File: src/rtl/alu_arbiter.sv
// Round-robin arbiter sharing one datapath ALU between two micro-op requesters.
// Maps a 4-bit abstract opcode onto the ALU control word and returns result, N/Z flags and a done pulse.
module alu_arbiter #(
  parameter int WORD_WIDTH = 32
) (
  input  logic                  clk,
  input  logic                  reset,
  input  logic                  req0,
  input  logic                  req1,
  input  logic [3:0]            op0,
  input  logic [3:0]            op1,
  input  logic [WORD_WIDTH-1:0] a0,
  input  logic [WORD_WIDTH-1:0] b0,
  input  logic [WORD_WIDTH-1:0] a1,
  input  logic [WORD_WIDTH-1:0] b1,
  output logic                  done0,
  output logic                  done1,
  output logic [WORD_WIDTH-1:0] result,
  output logic                  res_n,
  output logic                  res_z,
  output logic                  busy,
  output logic [WORD_WIDTH-1:0] alu_a,
  output logic [WORD_WIDTH-1:0] alu_b,
  output logic [5:0]            alu_control,
  input  logic [WORD_WIDTH-1:0] alu_out,
  input  logic                  alu_n,
  input  logic                  alu_z
);

  typedef enum logic [1:0] {IDLE, DRIVE, FLAGS, RESP} state_t;

  state_t                state;
  logic                  last;
  logic                  grant;
  logic                  win;
  logic [3:0]            win_op;
  logic [WORD_WIDTH-1:0] win_a;
  logic [WORD_WIDTH-1:0] win_b;
  logic [5:0]            win_ctl;

  // On a tie the requester not served last wins; a lone request always wins.
  always_comb begin
    win     = req0 ? (req1 ? ~last : 1'b0) : 1'b1;
    win_op  = win ? op1 : op0;
    win_a   = win ? a1 : a0;
    win_b   = win ? b1 : b0;
    win_ctl = 6'b010000;
    case (win_op)
      4'd0:  win_ctl = 6'b011000;
      4'd1:  win_ctl = 6'b010100;
      4'd2:  win_ctl = 6'b011010;
      4'd3:  win_ctl = 6'b101100;
      4'd4:  win_ctl = 6'b111100;
      4'd5:  win_ctl = 6'b111101;
      4'd6:  win_ctl = 6'b111001;
      4'd7:  win_ctl = 6'b110101;
      4'd8:  win_ctl = 6'b111111;
      4'd9:  win_ctl = 6'b110110;
      4'd10: win_ctl = 6'b111011;
      4'd11: win_ctl = 6'b001100;
      4'd12: win_ctl = 6'b011100;
      4'd13: win_ctl = 6'b010000;
      4'd14: win_ctl = 6'b010001;
      4'd15: win_ctl = 6'b010010;
      default: win_ctl = 6'b010000;
    endcase
  end

  always_ff @(posedge clk) begin
    if (reset) begin
      state       <= IDLE;
      last        <= 1'b1;
      grant       <= 1'b0;
      done0       <= 1'b0;
      done1       <= 1'b0;
      busy        <= 1'b0;
      result      <= '0;
      res_n       <= 1'b0;
      res_z       <= 1'b0;
      alu_a       <= '0;
      alu_b       <= '0;
      alu_control <= 6'b010000;
    end else begin
      case (state)
        IDLE: begin
          if (req0 || req1) begin
            alu_a       <= win_a;
            alu_b       <= win_b;
            alu_control <= win_ctl;
            grant       <= win;
            last        <= win;
            busy        <= 1'b1;
            state       <= DRIVE;
          end
        end
        DRIVE: begin
          result <= alu_out;
          state  <= FLAGS;
        end
        // The ALU registers N/Z on the same edge that captured result, so they are valid here.
        FLAGS: begin
          res_n <= alu_n;
          res_z <= alu_z;
          done0 <= ~grant;
          done1 <= grant;
          state <= RESP;
        end
        RESP: begin
          done0 <= 1'b0;
          done1 <= 1'b0;
          busy  <= 1'b0;
          state <= IDLE;
        end
        default: state <= IDLE;
      endcase
    end
  end

endmodule

File: config.mk
export PLATFORM = sky130hd
export DESIGN_NAME = alu_arbiter
export DESIGN_NICKNAME = d
export VERILOG_FILES = /design/src/rtl/alu_arbiter.sv
export SDC_FILE = /design/constraint.sdc
export NUM_CORES = 1
export LEC_CHECK = 0
export ABC_AREA = 0
export CORE_MARGIN = 3
export CORE_UTILIZATION = 34
export CTS_CLUSTER_SIZE = 16
export DETAILED_ROUTE_END_ITERATION = 10
export MAX_ROUTING_LAYER = met4
export PLACE_DENSITY = 0.76
export REMOVE_ABC_BUFFERS = 1
export SYNTH_ARGS = -nofsm -noshare
export SYNTH_HDL_FRONTEND = slang
export SYNTH_SLANG_ARGS = --single-unit
File: constraint.sdc
create_clock -name clk -period 1.55 [get_ports clk]
set_input_delay 0.31 -clock clk [delete_from_list [all_inputs] [get_ports clk]]
set_output_delay 0.31 -clock clk [all_outputs]
set_load 0.02 [all_outputs]
==> results of run 1 <==
[stage by stage]
| stage | utilization (%) | worst slack (ps) | total power [uW] | TNS, ps | hold WS (ps) |
|---|---|---|---|---|---|
| floorplan | - | -4310 | 5950 | -308590 | 378 |
| global placement | 59.2 | -400 | 9880 | -22240 | 466 |
| detailed placement | 59.2 | -427 | 10000 | -25380 | 474 |
| CTS | 61.4 | -13.2 | 12000 | -13.2 | 383 |
| global route | 62.6 | -16.2 | 13000 | -61.3 | 418 |
| finish | 62.6 | 62.8 | 12200 | 0 | 406 |
[flip-flops by register name, indices dropped and copies added (netlist names)]
| name | cells |
|---|---|
| grant | 1 |
| alu_a | 32 |
| done1 | 1 |
| res_z | 1 |
| alu_b | 32 |
| alu_control | 6 |
| done0 | 1 |
| busy | 1 |
| last | 1 |
| result | 32 |
| state | 2 |
| res_n | 1 |
[routing by layer]
layer	vias up	GRT usage [%]	part of all wire, %
met5	-	-	0
met4	0	5.80	1.8
met3	24	5.20	6.8
met2	208	33.8	50
met1	2167	22.8	41
li1	2329	-	-
[final cells by class]
class / count / area share (%)
Sequential cell: 111 / 26.2
Clock buffer: 12 / 2.91
Tap cell: 176 / 2.60
Inverter: 4 / 0.206
Clock inverter: 4 / 0.531
Multi-Input combinational cell: 334 / 28.6
Timing Repair Buffer: 327 / 38.9
[synth_stat cells (4+ instances only)]
cell / number
dfxtp_1: 111
a211oi_1: 67
nand2_1: 7
mux2i_1: 106
buf_8: 5
clkbuf_1: 19
nor2_1: 111
ha_1: 5
nor2b_1: 5
nor3_1: 4
a21oi_1: 4
buf_2: 11
[cells in the final DEF, fill, tap and decap left out, drive strengths merged, types with 3 or more instances in the layout]
cell type / synthesis / routed
dfxtp: 111 / 111
nand2: 7 / 7
nor2b: 5 / 5
ha: 5 / 5
o21ai: 4 / 4
a211oi: 67 / 67
nor2: 111 / 111
buf: 21 / 44
clkdlybuf4s50: 0 / 170
dlygate4sd2: 0 / 109
clkinv: 0 / 3
clkbuf: 19 / 14
inv: 4 / 4
a21oi: 4 / 4
mux2i: 106 / 106
o21bai: 3 / 3
nor3: 4 / 4
[power groups by stage]
stage | sequential (uW) | clock, uW | combinational [uW]
after floorplan | 4340 | 0 | 1600
after global placement | 4100 | 0 | 5780
after detailed placement | 4140 | 0 | 5910
after CTS | 4060 | 2350 | 5600
after global routing | 4160 | 2470 | 6330
final | 4070 | 2290 | 5880
[cells by family (layout without fill, tap and decap cells)]
family | Yosys count | in the layout | synth area share, %
DFF | 111 | 111 | 46.2
buffers and inverters | 44 | 347 | 5.28
adders and majority gates | 5 | 5 | 1.30
AOI/OAI and AO/OA | 88 | 88 | 13.8
muxes | 106 | 106 | 22.1
xor gates and xnor gates | 1 | 1 | 0.182
and+or+nand+nor | 134 | 134 | 11.2
[path summary, 6_finish.rpt]
path                                          from                     endpoint
worst min register to register  grant$_SDFFE_PP0P_           grant$_SDFFE_PP0P_
worst min-delay path                         reset        state[1]$_SDFFE_PP0P_
worst max-delay path             last$_SDFFE_PP1P_  alu_control[3]$_SDFFE_PP0P_
worst max register to register   last$_SDFFE_PP1P_  alu_control[3]$_SDFFE_PP0P_
[what timing repair did]
| item | CTS | global route |
|---|---|---|
| setup endpoints to repair | 134 | 54 |
| pin swaps | 0 | 6 |
| cloned | 2 | 2 |
| setup buffers | 4 | 2 |
| resized for setup | 114 | 21 |
==> impl_metrics.yaml, run 1 <==
run_status:
  status: "finished with violations"
  violations: "DRC"
place:
  placed_cell_area_um2: 8030
  dp_hpwl_um: 11900
  place_congestion: 0.846
  place_inst: 942
  portBuffers: 280
finish:
  areaGrowthSynthToFinish_pct: 76.4
  nNetsFinal: 966
  fill_cells: 1103
  drive_gt1_share_pct: 10.7
  diodes: 0
  final_area_um2: 8480
  fin_cells: 968
  multi_input_area_um2: 2430
  ff_latch_area_um2: 2230
grt:
  grt_usage_pct: 19.8
  grt_max_degree: 47
  grt_overflow: 0
  grt_pass1_wl_um: 24600
  antenna_found_initial: 0
  grt_pass1_vias: 4833
synth:
  yosys.area.top_type: "dfxtp_1"
  ys_seq_area_share_pct: 46.2
  yosys_warnings: 0
  synth.ff_latch_count: 111
  synth.distinct_cells: 34
  yosys_most_used_dff: "dfxtp_1"
  syn_area_um2: 4810
  synth-async-reset-ratio_pct: 0
  syn-instance-count: 489
  avgSynthCellArea_um2: 9.84
  synth_area_leaders: "dfxtp_1, mux2i_1, a211oi_1"
  synth_edf_count: 0
  synth_top_area_share_pct: 46.2
sta:
  rsz0062_at_grt: "true"
  worst_pin_slew_ps: 374
  finClkSkew_ps: 8.95
  hold_violations: 0
  drv_slew: 0
  post-route-period-util_pct: 95.9
  slew_headroom_pct: 75.1
  setup_viol: 0
  fmax_mhz: 672
  post-route-min-period_ps: 1490
worst_setup_path:
  worst_ep_required_time_ps: 1800
  cp-start-kind: "flop"
  path_cells: "o21ai_4 -> buf_12 -> mux2i_1 -> buf_4 -> nand2b_1 -> a41oi_1"
  path_class: "reg -> reg"
  crit_cells: 6
  cp_slowest_cell: "dfxtp_1"
  cp_top_family: "compound AO/OA/AOI/OAI gates"
  cp.arrival_ps: 1740
  endpoint_kind: "flop"
  r2r_slack_ps: 60
  rr_worst_depth: 6
  path_buf_inv: 2
  critPathMaxFanout: 7
  critPathMaxStageDelay_ps: 340
pwr:
  swShare_pct: 36.7
  power.density_nw_per_um2: 1440
  seqPwrFrac_pct: 33.3
  intPower_uw: 7740
  peakVddDrop_v: 0.000718
  p_clk_share_pct: 18.7
  pwr-share-comb_pct: 48.1
  switchingPower_uw: 4490
  leakage_uw: 0.00386
die:
  num_io_pins: 281
  die_x_um: 125
  core-area_um2: 13600
  num_rows: 42
  die_y_um: 125
  start_util_pct: 35.5
  die_area_um2: 15600
hold_path:
  holdPathStages: 2
  min_path_type: "in -> reg"
clocking:
  path_clk_slew_ps: 70
  cts-root-buf: "clkbuf_16"
  clock_path_buffers: 2
  clock_latency_ps: 340
  cts_inserted_buffers: 9
  cts_num_sinks: 111
  cts_hold_buf: 0
  cts_max_level: 3
  cts_tree: "done"
drt:
  drt-initial-drc-count: 218
  avgRoutedWirePerCell_um: 16.2
  vias_per_cell: 4.88
  via_count: 4728
  drt-pass1-iter-count: 8
  drt-total-wl_um: 15700
  final_antenna_net_count: 0
  drc_errors: 4
job:
  drv_cap: 0
No activity file was read; power rests on OpenSTA's default activity.
==> run 2: changes to the inputs <==
--- a/config.mk
+++ b/config.mk
@@ -13,6 +13,7 @@
 export MAX_ROUTING_LAYER = met4
 export PLACE_DENSITY = 0.76
 export REMOVE_ABC_BUFFERS = 1
+export SETUP_SLACK_MARGIN = 0.02
 export SYNTH_ARGS = -nofsm -noshare
 export SYNTH_HDL_FRONTEND = slang
 export SYNTH_SLANG_ARGS = --single-unit
==> run 2 against run 1 <==
Net effect:
- the flow now finishes without violations
- core utilization about the same
- clock power about the same
- setup slack gained 15 ps
- routed wire length is 0.17% higher
- via count hardly changed
- critical path depth grew 2
- critical path type unchanged
==> impl_metrics.yaml, run 2 (synthesis results as in run 1) <==
grt:
  antenna_found_initial: 0
  grt_overflow: 0
  grt_pass1_vias: 4848
  grt_usage_pct: 19.9
  grt_max_degree: 47
  grt_pass1_wl_um: 24800
clocking:
  cts-root-buf: "clkbuf_16"
  clock_latency_ps: 340
  cts_num_sinks: 111
  cts_max_level: 3
  cts_inserted_buffers: 9
  clock_path_buffers: 2
  path_clk_slew_ps: 70
  cts_tree: "done"
drt:
  avgRoutedWirePerCell_um: 16.2
  drt-initial-drc-count: 208
  via_count: 4729
  final_antenna_net_count: 0
  drt-pass1-iter-count: 8
  drt-total-wl_um: 15700
  vias_per_cell: 4.89
  drc_errors: 0
finish:
  diodes: 0
  final_common_cell: "clkdlybuf4s50_1"
  areaGrowthSynthToFinish_pct: 76.5
  layout_common_cells: "clkdlybuf4s50_1, nor2_1, dfxtp_1, dlygate4sd2_1, mux2i_1"
  nNetsFinal: 966
  drive_gt1_share_pct: 10.7
  reg.largest.list: "alu_a (32), alu_b (32), result (32)"
die:
  die_area_um2: 15600
  core-area_um2: 13600
  start_util_pct: 35.5
  die_x_um: 125
  die_y_um: 125
  num_rows: 42
  num_io_pins: 281
pwr:
  leakage_uw: 0.00387
  power.density_nw_per_um2: 1450
  finalPower_uw: 12300
  peakVddDrop_v: 0.000709
sta:
  fin_hold_ws_ps: 402
  rsz0062_at_grt: "true"
  post-route-min-period_ps: 1470
  hold_violations: 0
  setup_tns_ps: 0
  worst_pin_slew_ps: 373
  post-route-period-util_pct: 95.0
  finClkSkew_ps: 9.04
  fmax_mhz: 679
  slew_headroom_pct: 75.1
  drv_slew: 0
  setup_viol: 0
  finalWorstSetupSlack_ps: 77.7
job:
  drv_cap: 0
worst_setup_path:
  path_class: "reg -> reg"
  cp.arrival_ps: 1740
  endpoint_kind: "flop"
  cp_slowest_cell: "dfxtp_2"
  path_cells: "inv_2 -> ha_4 -> nor2b_4 -> buf_12 -> buf_12 -> buf_12 -> nor2_1 -> a211oi_2"
  critPathMaxStageDelay_ps: 330
  cp_common_cell: "buf_12"
  critPathMaxFanout: 11
  cp-start-kind: "flop"
  worst_ep_required_time_ps: 1810
run_status:
  status: "finished clean"
place:
  place_congestion: 0.846
  dp_hpwl_um: 11900
  portBuffers: 280
  pre_cts_ws_ps: -427
hold_path:
  min_path_type: "in -> reg"
## run 2: cell types whose count changed in the layout (fill, tap and decap cells not counted), sizes merged
cell	delta
buf	-1
bufbuf	+1
## run 2: worst max-delay path, delay by kind of cell (launching register included)
kind            cells  cell delay (ps)
compound gates      1              170
fa+ha+maj           1              140
buf+inv             4              470
flops               1              330
simple gates        2              270
## run 2: stage by stage
step                util (%)  instances  cell area (um^2)
finish                  62.6        968              8490
detailed placement      59.2        942              8030
global placement        59.2        942              8030
floorplan                  -        449              4570
global route            62.6        968              8490
CTS                     61.8        965              8380
## run 2: what timing repair did
item	in CTS	in global routing
setup buffers	4	1
endpoints found under the setup margin	157	50
resized for setup	120	11
cloned	3	2
hold buffers	0	0
pin swaps	2	5
## run 2: layout make-up
cell class	count	area [um^2]
inverter	4	15.0
sequential	111	2220
clock inverter	4	45.0
timing repair buffer	327	3320
multi-input combinational	334	2420
fill	1114	5070
tap	176	220
clock buffer	12	246
## run 2: layer usage
metal	global-route usage, %	vias to the layer above	wire, um
met5	-	-	0
met4	5.80	0	214
met3	5.20	20	1130
met2	34.2	210	7950
met1	23.1	2169	6420
li1	-	2330	-
## run 2: report_power, final
part | switching, uW | internal, uW | leakage, uW
Sequential | 406 | 3660 | 0.000918
Clock | 997 | 1290 | 0.000146
Combinational | 3090 | 2840 | 0.00281
Total | 4490 | 7790 | 0.00387
## run 2: worst paths after layout
path	start	to	slack (ps)	cells past startpoint
setup / recovery	state[0]$_SDFFE_PP0P_	alu_a[5]$_SDFFE_PP0P_	80	8
hold / removal	reset	state[1]$_SDFFE_PP0P_	400	2
setup reg to reg	state[0]$_SDFFE_PP0P_	alu_a[5]$_SDFFE_PP0P_	80	8
hold reg to reg	state[1]$_SDFFE_PP0P_	state[1]$_SDFFE_PP0P_	490	2
